===== src/rtl/button_pkg.sv =====
// Shared types and helpers for the push-button input front end.
package button_pkg;

    typedef enum logic [1:0] {IDLE, PRESS_WAIT, HELD, RELEASE_WAIT} btn_state_t;

    localparam int unsigned BTN_U = 0;
    localparam int unsigned BTN_S = 1;
    localparam int unsigned BTN_D = 2;

    function automatic int unsigned tick_div(input int unsigned clk_hz,
                                             input int unsigned sample_hz);
        return clk_hz / sample_hz;
    endfunction

endpackage


===== src/rtl/btn_debounce_fsm.sv =====
// Debounce FSM for one synchronised button; registered level and press/release pulses.
// Optional auto-repeat of the press pulse while held, enabled by AUTO_REPEAT_EN.
module btn_debounce_fsm
    import button_pkg::*;
#(
    parameter int unsigned STABLE_SAMPLES = 8,
    parameter int unsigned REPEAT_DELAY   = 500,
    parameter int unsigned REPEAT_PERIOD  = 100
) (
    input  logic clk_i,
    input  logic rst_i,
    input  logic tick_i,
    input  logic sample_i,
    output logic level_o,
    output logic press_o,
    output logic release_o
);

    localparam int unsigned CNT_W = $clog2(STABLE_SAMPLES + 1);
    localparam logic [CNT_W-1:0] CNT_ONE = CNT_W'(1);
    localparam logic [CNT_W-1:0] CNT_MAX = CNT_W'(STABLE_SAMPLES);

    btn_state_t       state_q;
    logic [CNT_W-1:0] cnt_q;
    logic             level_q;
    logic             press_q;
    logic             release_q;

`ifdef AUTO_REPEAT_EN
    localparam int unsigned REP_W = $clog2(REPEAT_DELAY + REPEAT_PERIOD + 1);
    localparam logic [REP_W-1:0] REP_ONE   = REP_W'(1);
    localparam logic [REP_W-1:0] REP_FIRST = REP_W'(REPEAT_DELAY);
    localparam logic [REP_W-1:0] REP_NEXT  = REP_W'(REPEAT_DELAY + REPEAT_PERIOD);

    logic [REP_W-1:0] rep_q;
    logic             rep_fire;
    logic             rep_wrap;

    // rep_q counts HELD ticks; after the first repeat it cycles REPEAT_DELAY..+REPEAT_PERIOD
    assign rep_wrap = (rep_q + REP_ONE) == REP_NEXT;
    assign rep_fire = ((rep_q + REP_ONE) == REP_FIRST) || rep_wrap;
`else
    // Repeat timing has no effect without auto-repeat.
    if (REPEAT_DELAY + REPEAT_PERIOD == 0) begin : g_no_repeat
    end
`endif

    always_ff @(posedge clk_i or posedge rst_i) begin
        if (rst_i) begin
            state_q   <= IDLE;
            cnt_q     <= '0;
            level_q   <= 1'b0;
            press_q   <= 1'b0;
            release_q <= 1'b0;
`ifdef AUTO_REPEAT_EN
            rep_q     <= '0;
`endif
        end else begin
            press_q   <= 1'b0;
            release_q <= 1'b0;
            if (tick_i) begin
                unique case (state_q)
                    IDLE: begin
                        if (sample_i) begin
                            state_q <= PRESS_WAIT;
                            cnt_q   <= CNT_ONE;
                        end
                    end
                    PRESS_WAIT: begin
                        if (!sample_i) begin
                            state_q <= IDLE;
                            cnt_q   <= '0;
                        end else if (cnt_q + CNT_ONE == CNT_MAX) begin
                            state_q <= HELD;
                            cnt_q   <= '0;
                            level_q <= 1'b1;
                            press_q <= 1'b1;
                        end else begin
                            cnt_q <= cnt_q + CNT_ONE;
                        end
                    end
                    HELD: begin
                        if (!sample_i) begin
                            state_q <= RELEASE_WAIT;
                            cnt_q   <= CNT_ONE;
                        end
`ifdef AUTO_REPEAT_EN
                        else begin
                            rep_q   <= rep_wrap ? REP_FIRST : rep_q + REP_ONE;
                            press_q <= rep_fire;
                        end
`endif
                    end
                    RELEASE_WAIT: begin
                        // A bounce back to 1 keeps the press alive; the repeat count is kept too.
                        if (sample_i) begin
                            state_q <= HELD;
                            cnt_q   <= '0;
                        end else if (cnt_q + CNT_ONE == CNT_MAX) begin
                            state_q   <= IDLE;
                            cnt_q     <= '0;
                            level_q   <= 1'b0;
                            release_q <= 1'b1;
`ifdef AUTO_REPEAT_EN
                            rep_q     <= '0;
`endif
                        end else begin
                            cnt_q <= cnt_q + CNT_ONE;
                        end
                    end
                    default: begin
                        state_q <= IDLE;
                        cnt_q   <= '0;
                    end
                endcase
            end
        end
    end

    assign level_o   = level_q;
    assign press_o   = press_q;
    assign release_o = release_q;

endmodule


===== src/rtl/button_conditioner.sv =====
// Raw push-buttons -> 2-flop sync -> shared sample tick -> per-button debounce FSM.
// Define AUTO_REPEAT_EN to enable press auto-repeat while a button is held.
module button_conditioner
    import button_pkg::*;
#(
    parameter int unsigned N_BTN          = 3,
    parameter int unsigned CLK_HZ         = 100_000_000,
    parameter int unsigned SAMPLE_HZ      = 1_000,
    parameter int unsigned STABLE_SAMPLES = 8,
    parameter int unsigned REPEAT_DELAY   = 500,
    parameter int unsigned REPEAT_PERIOD  = 100
) (
    input  logic             clk,
    input  logic             rst,
    input  logic [N_BTN-1:0] btn_raw,
    output logic [N_BTN-1:0] btn_level,
    output logic [N_BTN-1:0] btn_press,
    output logic [N_BTN-1:0] btn_release
);

    localparam int unsigned TICK_DIV = tick_div(CLK_HZ, SAMPLE_HZ);
    localparam int unsigned TICK_W   = $clog2(TICK_DIV);
    localparam logic [TICK_W-1:0] TICK_LAST = TICK_W'(TICK_DIV - 1);
    localparam logic [TICK_W-1:0] TICK_ONE  = TICK_W'(1);

    logic [N_BTN-1:0]  sync1_q;
    logic [N_BTN-1:0]  sync2_q;
    logic [TICK_W-1:0] tick_cnt_q;
    logic              tick;

    assign tick = (tick_cnt_q == TICK_LAST);

    always_ff @(posedge clk or posedge rst) begin
        if (rst) begin
            sync1_q    <= '0;
            sync2_q    <= '0;
            tick_cnt_q <= '0;
        end else begin
            sync1_q    <= btn_raw;
            sync2_q    <= sync1_q;
            tick_cnt_q <= tick ? '0 : tick_cnt_q + TICK_ONE;
        end
    end

    for (genvar g = 0; g < N_BTN; g++) begin : g_btn
        btn_debounce_fsm #(
            .STABLE_SAMPLES (STABLE_SAMPLES),
            .REPEAT_DELAY   (REPEAT_DELAY),
            .REPEAT_PERIOD  (REPEAT_PERIOD)
        ) u_fsm (
            .clk_i     (clk),
            .rst_i     (rst),
            .tick_i    (tick),
            .sample_i  (sync2_q[g]),
            .level_o   (btn_level[g]),
            .press_o   (btn_press[g]),
            .release_o (btn_release[g])
        );
    end

endmodule


===== config.mk =====
export PLATFORM = sky130hd
export DESIGN_NAME = button_conditioner
export DESIGN_NICKNAME = d
export VERILOG_FILES = /design/src/rtl/button_pkg.sv /design/src/rtl/btn_debounce_fsm.sv /design/src/rtl/button_conditioner.sv
export SDC_FILE = /design/constraint.sdc
export NUM_CORES = 1
export LEC_CHECK = 0
export ABC_CLOCK_PERIOD_IN_PS = 3400
export CAP_MARGIN = 20
export CORE_MARGIN = 2
export CORE_UTILIZATION = 58
export DETAILED_ROUTE_END_ITERATION = 7
export GPL_TIMING_DRIVEN = 0
export PLACE_DENSITY_LB_ADDON = 0.25
export REMOVE_ABC_BUFFERS = 1
export SLEW_MARGIN = 40
export SYNTH_ARGS = -nofsm -noshare
export SYNTH_HDL_FRONTEND = slang
export SYNTH_HIERARCHICAL = 1
export SYNTH_SLANG_ARGS = --single-unit

===== constraint.sdc =====
create_clock -name clk -period 3.4 [get_ports clk]
set_clock_uncertainty 0.1 [all_clocks]
set_input_delay 0.68 -clock clk [delete_from_list [all_inputs] [get_ports clk]]
set_output_delay 0.68 -clock clk [all_outputs]
set_load 0.05 [all_outputs]

==> flow_metrics.py, run 1 <==
metrics = {
    "power": {
        "leakagePower_uw": 0.001246,
        "pwr_density_cell_mw_per_mm2": 367.4,
        "fin_total_pwr_uw": 1036,
        "vdd_drop_max_mv": 0.2509,
    },
    "synth": {
        "syn_inst": 234,
        "syn_area_sq_mm": 0.002530,
        "seq_area_frac_synth_pct": 49.46,
        "netlist_top_cells_count": "dfrtp_1, nand2_1, inv_1, nor2_1",
        "synth_top_area_cell": "dfrtp_1",
        "synth-edff-count": 0,
        "synth_top_family_by_area": "simple AND/OR/NAND/NOR gates",
        "synth_adder_area_share_pct": 3.462,
        "ys_ff_latch": 50,
        "synth.avg_cell_area_sq_um": 10.81,
        "synth-simple-area-share_pct": 21.81,
        "synthArstFlopShare_pct": 100.0,
        "synth.most_common_cell": "dfrtp_1",
        "synth.top_cell.area_share_pct": 49.46,
        "synth_compound_area_share_pct": 13.65,
        "muxShareOfSynthArea_pct": 2.374,
        "ys.flop_type": "dfrtp_1",
        "synth.distinct_cells": 38,
        "netlist_top_cells_area": "dfrtp_1, xnor2_1, ha_1",
        "synthXorXnorAreaFrac_pct": 6.231,
        "ys_warn_count": 6,
    },
    "critical_path": {
        "startpoint_type": "flop",
        "crit_type": "flop to flop",
        "crit_required_ns": 3.50,
        "path_max_fanout": 39,
        "crit_arrival_ns": 2.72,
        "endpoint_kind": "flop",
    },
    "timing": {
        "worst_pin_slew_ns": 0.7463,
        "rsz0062_at_grt": "false",
        "fmax_mhz": 380.8,
        "setup_tns_ns": 0,
        "hold_ws_ns": 0.2538,
        "hold_violations": 0,
        "period_minus_slack_ns": 2.626,
        "period_share_pct": 77.23,
        "worst_slack_ns": 0.7741,
        "slew_headroom_pct": 50.25,
        "finalSetupViolations": 0,
        "slew_viol_final": 0,
    },
    "cells_and_area": {
        "antenna_cells": 0,
        "drive_gt1_share_pct": 11.55,
        "nNetsFinal": 262,
        "utilization_pct": 66.14,
        "syn2layout_area_growth_pct": 11.47,
    },
    "route": {
        "vias": 1741,
        "viasPerCell": 5.746,
        "drt-total-wl_microns": 4279,
        "drt_first_pass_iters": 4,
        "drc": 0,
        "routedWlPerCell_microns": 14.12,
        "drt-initial-drc-count": 75,
        "ant_nets": 0,
    },
    "floorplan": {
        "die_area_sq_mm": 0.004906,
        "initial_core_util_pct": 59.33,
        "core.rowCount": 24,
        "fp.dieW_microns": 70.05,
        "die_h_microns": 70.05,
        "core-area_sq_mm": 0.004264,
        "io_pins": 14,
    },
    "clocking": {
        "htreeDepth": 2,
        "clockBufferDepth": 2,
        "clk-insertion-delay-late_ns": 0.30,
        "cts.clk_slew.worst_paths_ns": 0.09,
        "numCtsBuffers": 5,
        "cts_resized": 0,
        "root_buffer": "clkbuf_8",
        "cts_tree": "built",
        "clock_sinks": 50,
        "post_cts_buffers": 0,
        "cts_hold_buf": 0,
    },
    "global_route": {
        "grt_usage_pct": 19.72,
        "grt_max_degree": 40,
        "gr-total-overflow": 0,
        "antenna_found_initial": 0,
        "grt_pass1_wl_microns": 7734,
        "grt_pass1_vias": 1719,
    },
    "min_path": {
        "min_path_type": "flop to flop",
    },
    "place": {
        "place_ws_ns": 0.7530,
        "finalWeightedCongestion": 0.8326,
        "hpwl_microns": 2950,
        "portBuffers": 13,
    },
    "flow_run": {
        "max_cap_viol_count": 0,
    },
    "outcome": {
        "outcome": "finished, final reports clean",
    },
}
-- area by class of cell --
| type | instances | area, sq um |
|---|---|---|
| Clock buffer | 5 | 68.82 |
| Clock inverter | 3 | 45.04 |
| Fill cell | 344 | 1444 |
| Inverter | 15 | 56.30 |
| Multi-Input combinational cell | 165 | 1204 |
| Sequential cell | 50 | 1251 |
| Tap cell | 52 | 65.06 |
| Timing Repair Buffer | 13 | 130.1 |
-- worst max-delay path, cell delays in order, from the launching register on --
cell	delay, ns
dfrtp_1	0.39
ha_1	0.21
nand3_1	0.12
nor2_1	0.18
and4_2	0.76
nand4_1	0.19
o21a_4	0.25
a211o_1	0.29
-- where the power goes --
| group | internal (uW) | switching, uW | total (uW) |
|---|---|---|---|
| Combinational | 5.35 | 15.8 | 21.1 |
| Sequential | 598 | 2.31 | 600 |
| Clock | 219 | 196 | 415 |
| Total | 822 | 215 | 1040 |
-- cell families (layout without fill, tap and decap cells) --
logic type                 after synthesis  count (layout)
and+or+nand+nor                         89              89
DFF                                     50              50
adders and majority gates                7               7
buffers and inverters                   19              36
AOI/OAI and AO/OA                       45              45
muxes                                    6               6
xor gates and xnor gates                18              18
-- registers in the layout (all words and copies together) (netlist names), named ones only --
signal,flops
sync1_q,3
g_btn.u_fsm/cnt_q,12
g_btn.u_fsm/state_q,3
sync2_q,3
tick_cnt_q,17
g_btn.u_fsm/level_o,3
g_btn.u_fsm/release_o,3
g_btn.u_fsm/press_o,3
-- layer usage --
metal / track usage (%) / vias up / wire (microns)
li1: - / 873 / -
met5: 0 / - / 0
met4: 8.974 / 0 / 111
met3: 4.040 / 9 / 116
met1: 26.15 / 835 / 2043
met2: 31.32 / 24 / 2008
-- through the flow --
stage               instances  area (sq um)
global route              303          2820
CTS                       303          2820
finish                    303          2820
detailed placement        295          2706
global placement          295          2705
floorplan                 230          2510
-- cell usage in the layout (no fill, tap or decap), types with 5 or more instances in the layout --
cell             netlist  routed
dfrtp_1               50      50
nand2_1               20      20
inv_1                 15      14
nor2_1                13      13
clkdlybuf4s50_1        0      13
nand3_1               11      11
xnor2_1               11      11
o21ai_0                9       9
nand4_1                7       7
xor2_1                 7       7
ha_1                   7       7
and3_1                 6       6
mux2i_1                6       6
a32o_1                 6       6
nor3_1                 5       5
clkbuf_8               0       5
-- worst paths after layout --
check,startpoint,cells past startpoint,endpoint,slack [ns]
max in group asynchronous,rst,2,tick_cnt_q[2],2.16
min in group asynchronous,rst,2,g_btn[0].u_fsm/state_q[0],0.68
min,sync1_q[0],0,sync2_q[0],0.25
max reg2reg,tick_cnt_q[0],7,g_btn[2].u_fsm/level_o,0.77
min reg2reg,sync1_q[0],0,sync2_q[0],0.25
max,tick_cnt_q[0],7,g_btn[2].u_fsm/level_o,0.77
No activity file was read; power rests on OpenSTA's default activity.
==> run 2, diff against run 1 <==
--- a/config.mk
+++ b/config.mk
@@ -5,7 +5,7 @@
 export SDC_FILE = /design/constraint.sdc
 export NUM_CORES = 1
 export LEC_CHECK = 0
-export ABC_CLOCK_PERIOD_IN_PS = 3400
+export ABC_CLOCK_PERIOD_IN_PS = 2710
 export CAP_MARGIN = 20
 export CORE_MARGIN = 2
 export CORE_UTILIZATION = 58
==> constraint.sdc (replaced) <==
create_clock -name clk -period 2.71 [get_ports clk]
set_clock_uncertainty 0.1 [all_clocks]
set_input_delay 0.542 -clock clk [delete_from_list [all_inputs] [get_ports clk]]
set_output_delay 0.542 -clock clk [all_outputs]
set_load 0.05 [all_outputs]
==> flow_metrics.py, run 2 (synthesized netlist as in run 1, its figures left out) <==
metrics = {
    "clocking": {
        "clk-insertion-delay-late_ns": 0.31,
        "root_buffer": "clkbuf_8",
        "htreeDepth": 2,
        "cts_tree": "built",
        "clock_sinks": 50,
        "numCtsBuffers": 5,
        "clockBufferDepth": 2,
        "cts.clk_slew.worst_paths_ns": 0.09,
        "cts_hold_buf": 0,
    },
    "power": {
        "leakagePower_uw": 0.001246,
        "netSwitchingFraction_pct": 20.99,
        "power_switching_uw": 274.0,
        "pwr-share-clk_pct": 40.3,
        "vdd_drop_max_mv": 0.3147,
        "internal_power_uw": 1031,
        "pwr-share-seq_pct": 57.7,
        "pwr-share-comb_pct": 2.0,
        "pwr_density_cell_mw_per_mm2": 462.6,
    },
    "critical_path": {
        "crit_type": "flop to flop",
        "crit_arrival_ns": 2.49,
        "crit_required_ns": 2.81,
        "regToRegSetupSlack_ns": 0.32,
        "cp_cell_sequence": "ha_1 -> nand3_1 -> nor2_1 -> and4_4 -> nand4_1 -> o21a_4 -> a211o_1",
        "cpMaxStageDelayCell": "and4_4",
        "max_stage_delay_ns": 0.55,
        "path_max_fanout": 39,
        "startpoint_type": "flop",
        "endpoint_kind": "flop",
    },
    "timing": {
        "period_share_pct": 88.19,
        "hold_violations": 0,
        "slew_viol_final": 0,
        "rsz0062_at_grt": "false",
        "setup_tns_ns": 0,
        "hold_ws_ns": 0.2547,
        "period_minus_slack_ns": 2.390,
        "slew_headroom_pct": 66.47,
        "worst_pin_slew_ns": 0.5013,
        "fmax_mhz": 418.4,
        "finalSetupViolations": 0,
    },
    "outcome": {
        "outcome": "finished, final reports clean",
    },
    "route": {
        "vias": 1744,
        "routedWlPerCell_microns": 14.22,
        "ant_nets": 0,
        "drc": 0,
        "drt-total-wl_microns": 4309,
        "drt_first_pass_iters": 4,
        "drt-initial-drc-count": 64,
        "viasPerCell": 5.756,
    },
    "floorplan": {
        "die_area_sq_mm": 0.004906,
        "core.rowCount": 24,
        "fp.dieW_microns": 70.05,
        "io_pins": 14,
        "initial_core_util_pct": 59.33,
        "core-area_sq_mm": 0.004264,
        "die_h_microns": 70.05,
    },
    "cells_and_area": {
        "top_regs": "tick_cnt_q: 17 flops, g_btn.u_fsm/cnt_q: 12 flops",
        "fillers": 343,
        "drive_gt1_share_pct": 11.55,
        "largest_register_ffs": 17,
        "antenna_cells": 0,
        "layout_commonest_cell": "dfrtp_1",
        "multiInputGateArea_sq_mm": 0.001205,
        "regArea_sq_mm": 0.001251,
        "syn2layout_area_growth_pct": 11.52,
        "nNetsFinal": 262,
        "layout_common_cells": "dfrtp_1, nand2_1, inv_1, nor2_1, clkdlybuf4s50_1",
        "top_register": "tick_cnt_q",
    },
    "global_route": {
        "busiest_layer": "met2",
        "grt_max_degree": 40,
        "gr-usage-met1_pct": 26.15,
        "grt_pass1_wl_microns": 7734,
        "grt_usage_pct": 19.72,
        "grt_use_met3_pct": 4.040,
        "antenna_found_initial": 0,
        "gr-total-overflow": 0,
        "grt_pass1_vias": 1719,
        "use_met2_pct": 31.32,
    },
    "min_path": {
        "min_path_type": "flop to flop",
    },
    "place": {
        "portBuffers": 13,
        "hpwl_microns": 2950,
        "finalWeightedCongestion": 0.8326,
    },
    "flow_run": {
        "max_cap_viol_count": 0,
    },
}
run 2: cell count changes in the layout (fill, tap and decap cells not counted):
cell | before | now
and4_4 | 0 | 1
and4_2 | 1 | 0
run 2: layout make-up:
type | count | area share [%]
Timing Repair Buffer | 13 | 4.612
Multi-Input combinational cell | 165 | 42.71
Clock buffer | 5 | 2.439
Sequential cell | 50 | 44.35
Clock inverter | 3 | 1.596
Inverter | 15 | 1.996
Tap cell | 52 | 2.306
run 2: what timing repair did:
item	CTS	global route
resized for setup	0	1
setup buffers	0	0
endpoints found under the setup margin	0	7
hold endpoints to repair	0	0
run 2: layer usage:
layer	vias to the layer above	part of all wire [%]
li1	876	-
met1	836	47
met2	24	48
met3	8	2.9
met4	0	2.2
met5	-	0
run 2: final timing paths:
path                                from                         to  cells past startpoint
hold / removal                sync1_q[0]                 sync2_q[0]                      0
min in group asynchronous            rst  g_btn[0].u_fsm/state_q[0]                      2
setup / recovery           tick_cnt_q[0]     g_btn[2].u_fsm/level_o                      7
setup reg to reg           tick_cnt_q[0]     g_btn[2].u_fsm/level_o                      7
max in group asynchronous            rst              tick_cnt_q[2]                      2
hold reg to reg               sync1_q[0]                 sync2_q[0]                      0
run 2: critical path, delay by kind of cell (launching register included):
family | cells | cell delay (ns)
adder cells (fa/ha/maj) | 1 | 0.21
AO/OA/AOI/OAI | 2 | 0.53
AND/OR/NAND/NOR | 4 | 1.03
flip-flops | 1 | 0.39
run 2: power by group through the flow:
stage | Combinational (uW) | Sequential, uW | Clock [uW]
final | 26.5 | 753 | 526
after global routing | 31.1 | 753 | 576
after CTS | 28.2 | 753 | 540
after detailed placement | 28.1 | 768 | 0
after global placement | 27.0 | 768 | 0
after floorplan | 15.7 | 767 | 0
run 2: per-stage QoR:
stage          util [%]  setup slack [ns]  std cells  cell area (sq um)  total power (uW)
6_report          66.17            0.3200        303               2821              1305
3_5_place_dp      63.47           0.06299        295               2706             795.8
3_3_place_gp      63.44           -0.3189        295               2705             794.5
2_1_floorplan         -            0.1201        230               2510             782.6
4_1_cts           66.14           0.06249        303               2820              1321
5_1_grt           66.17            0.1499        303               2821              1361
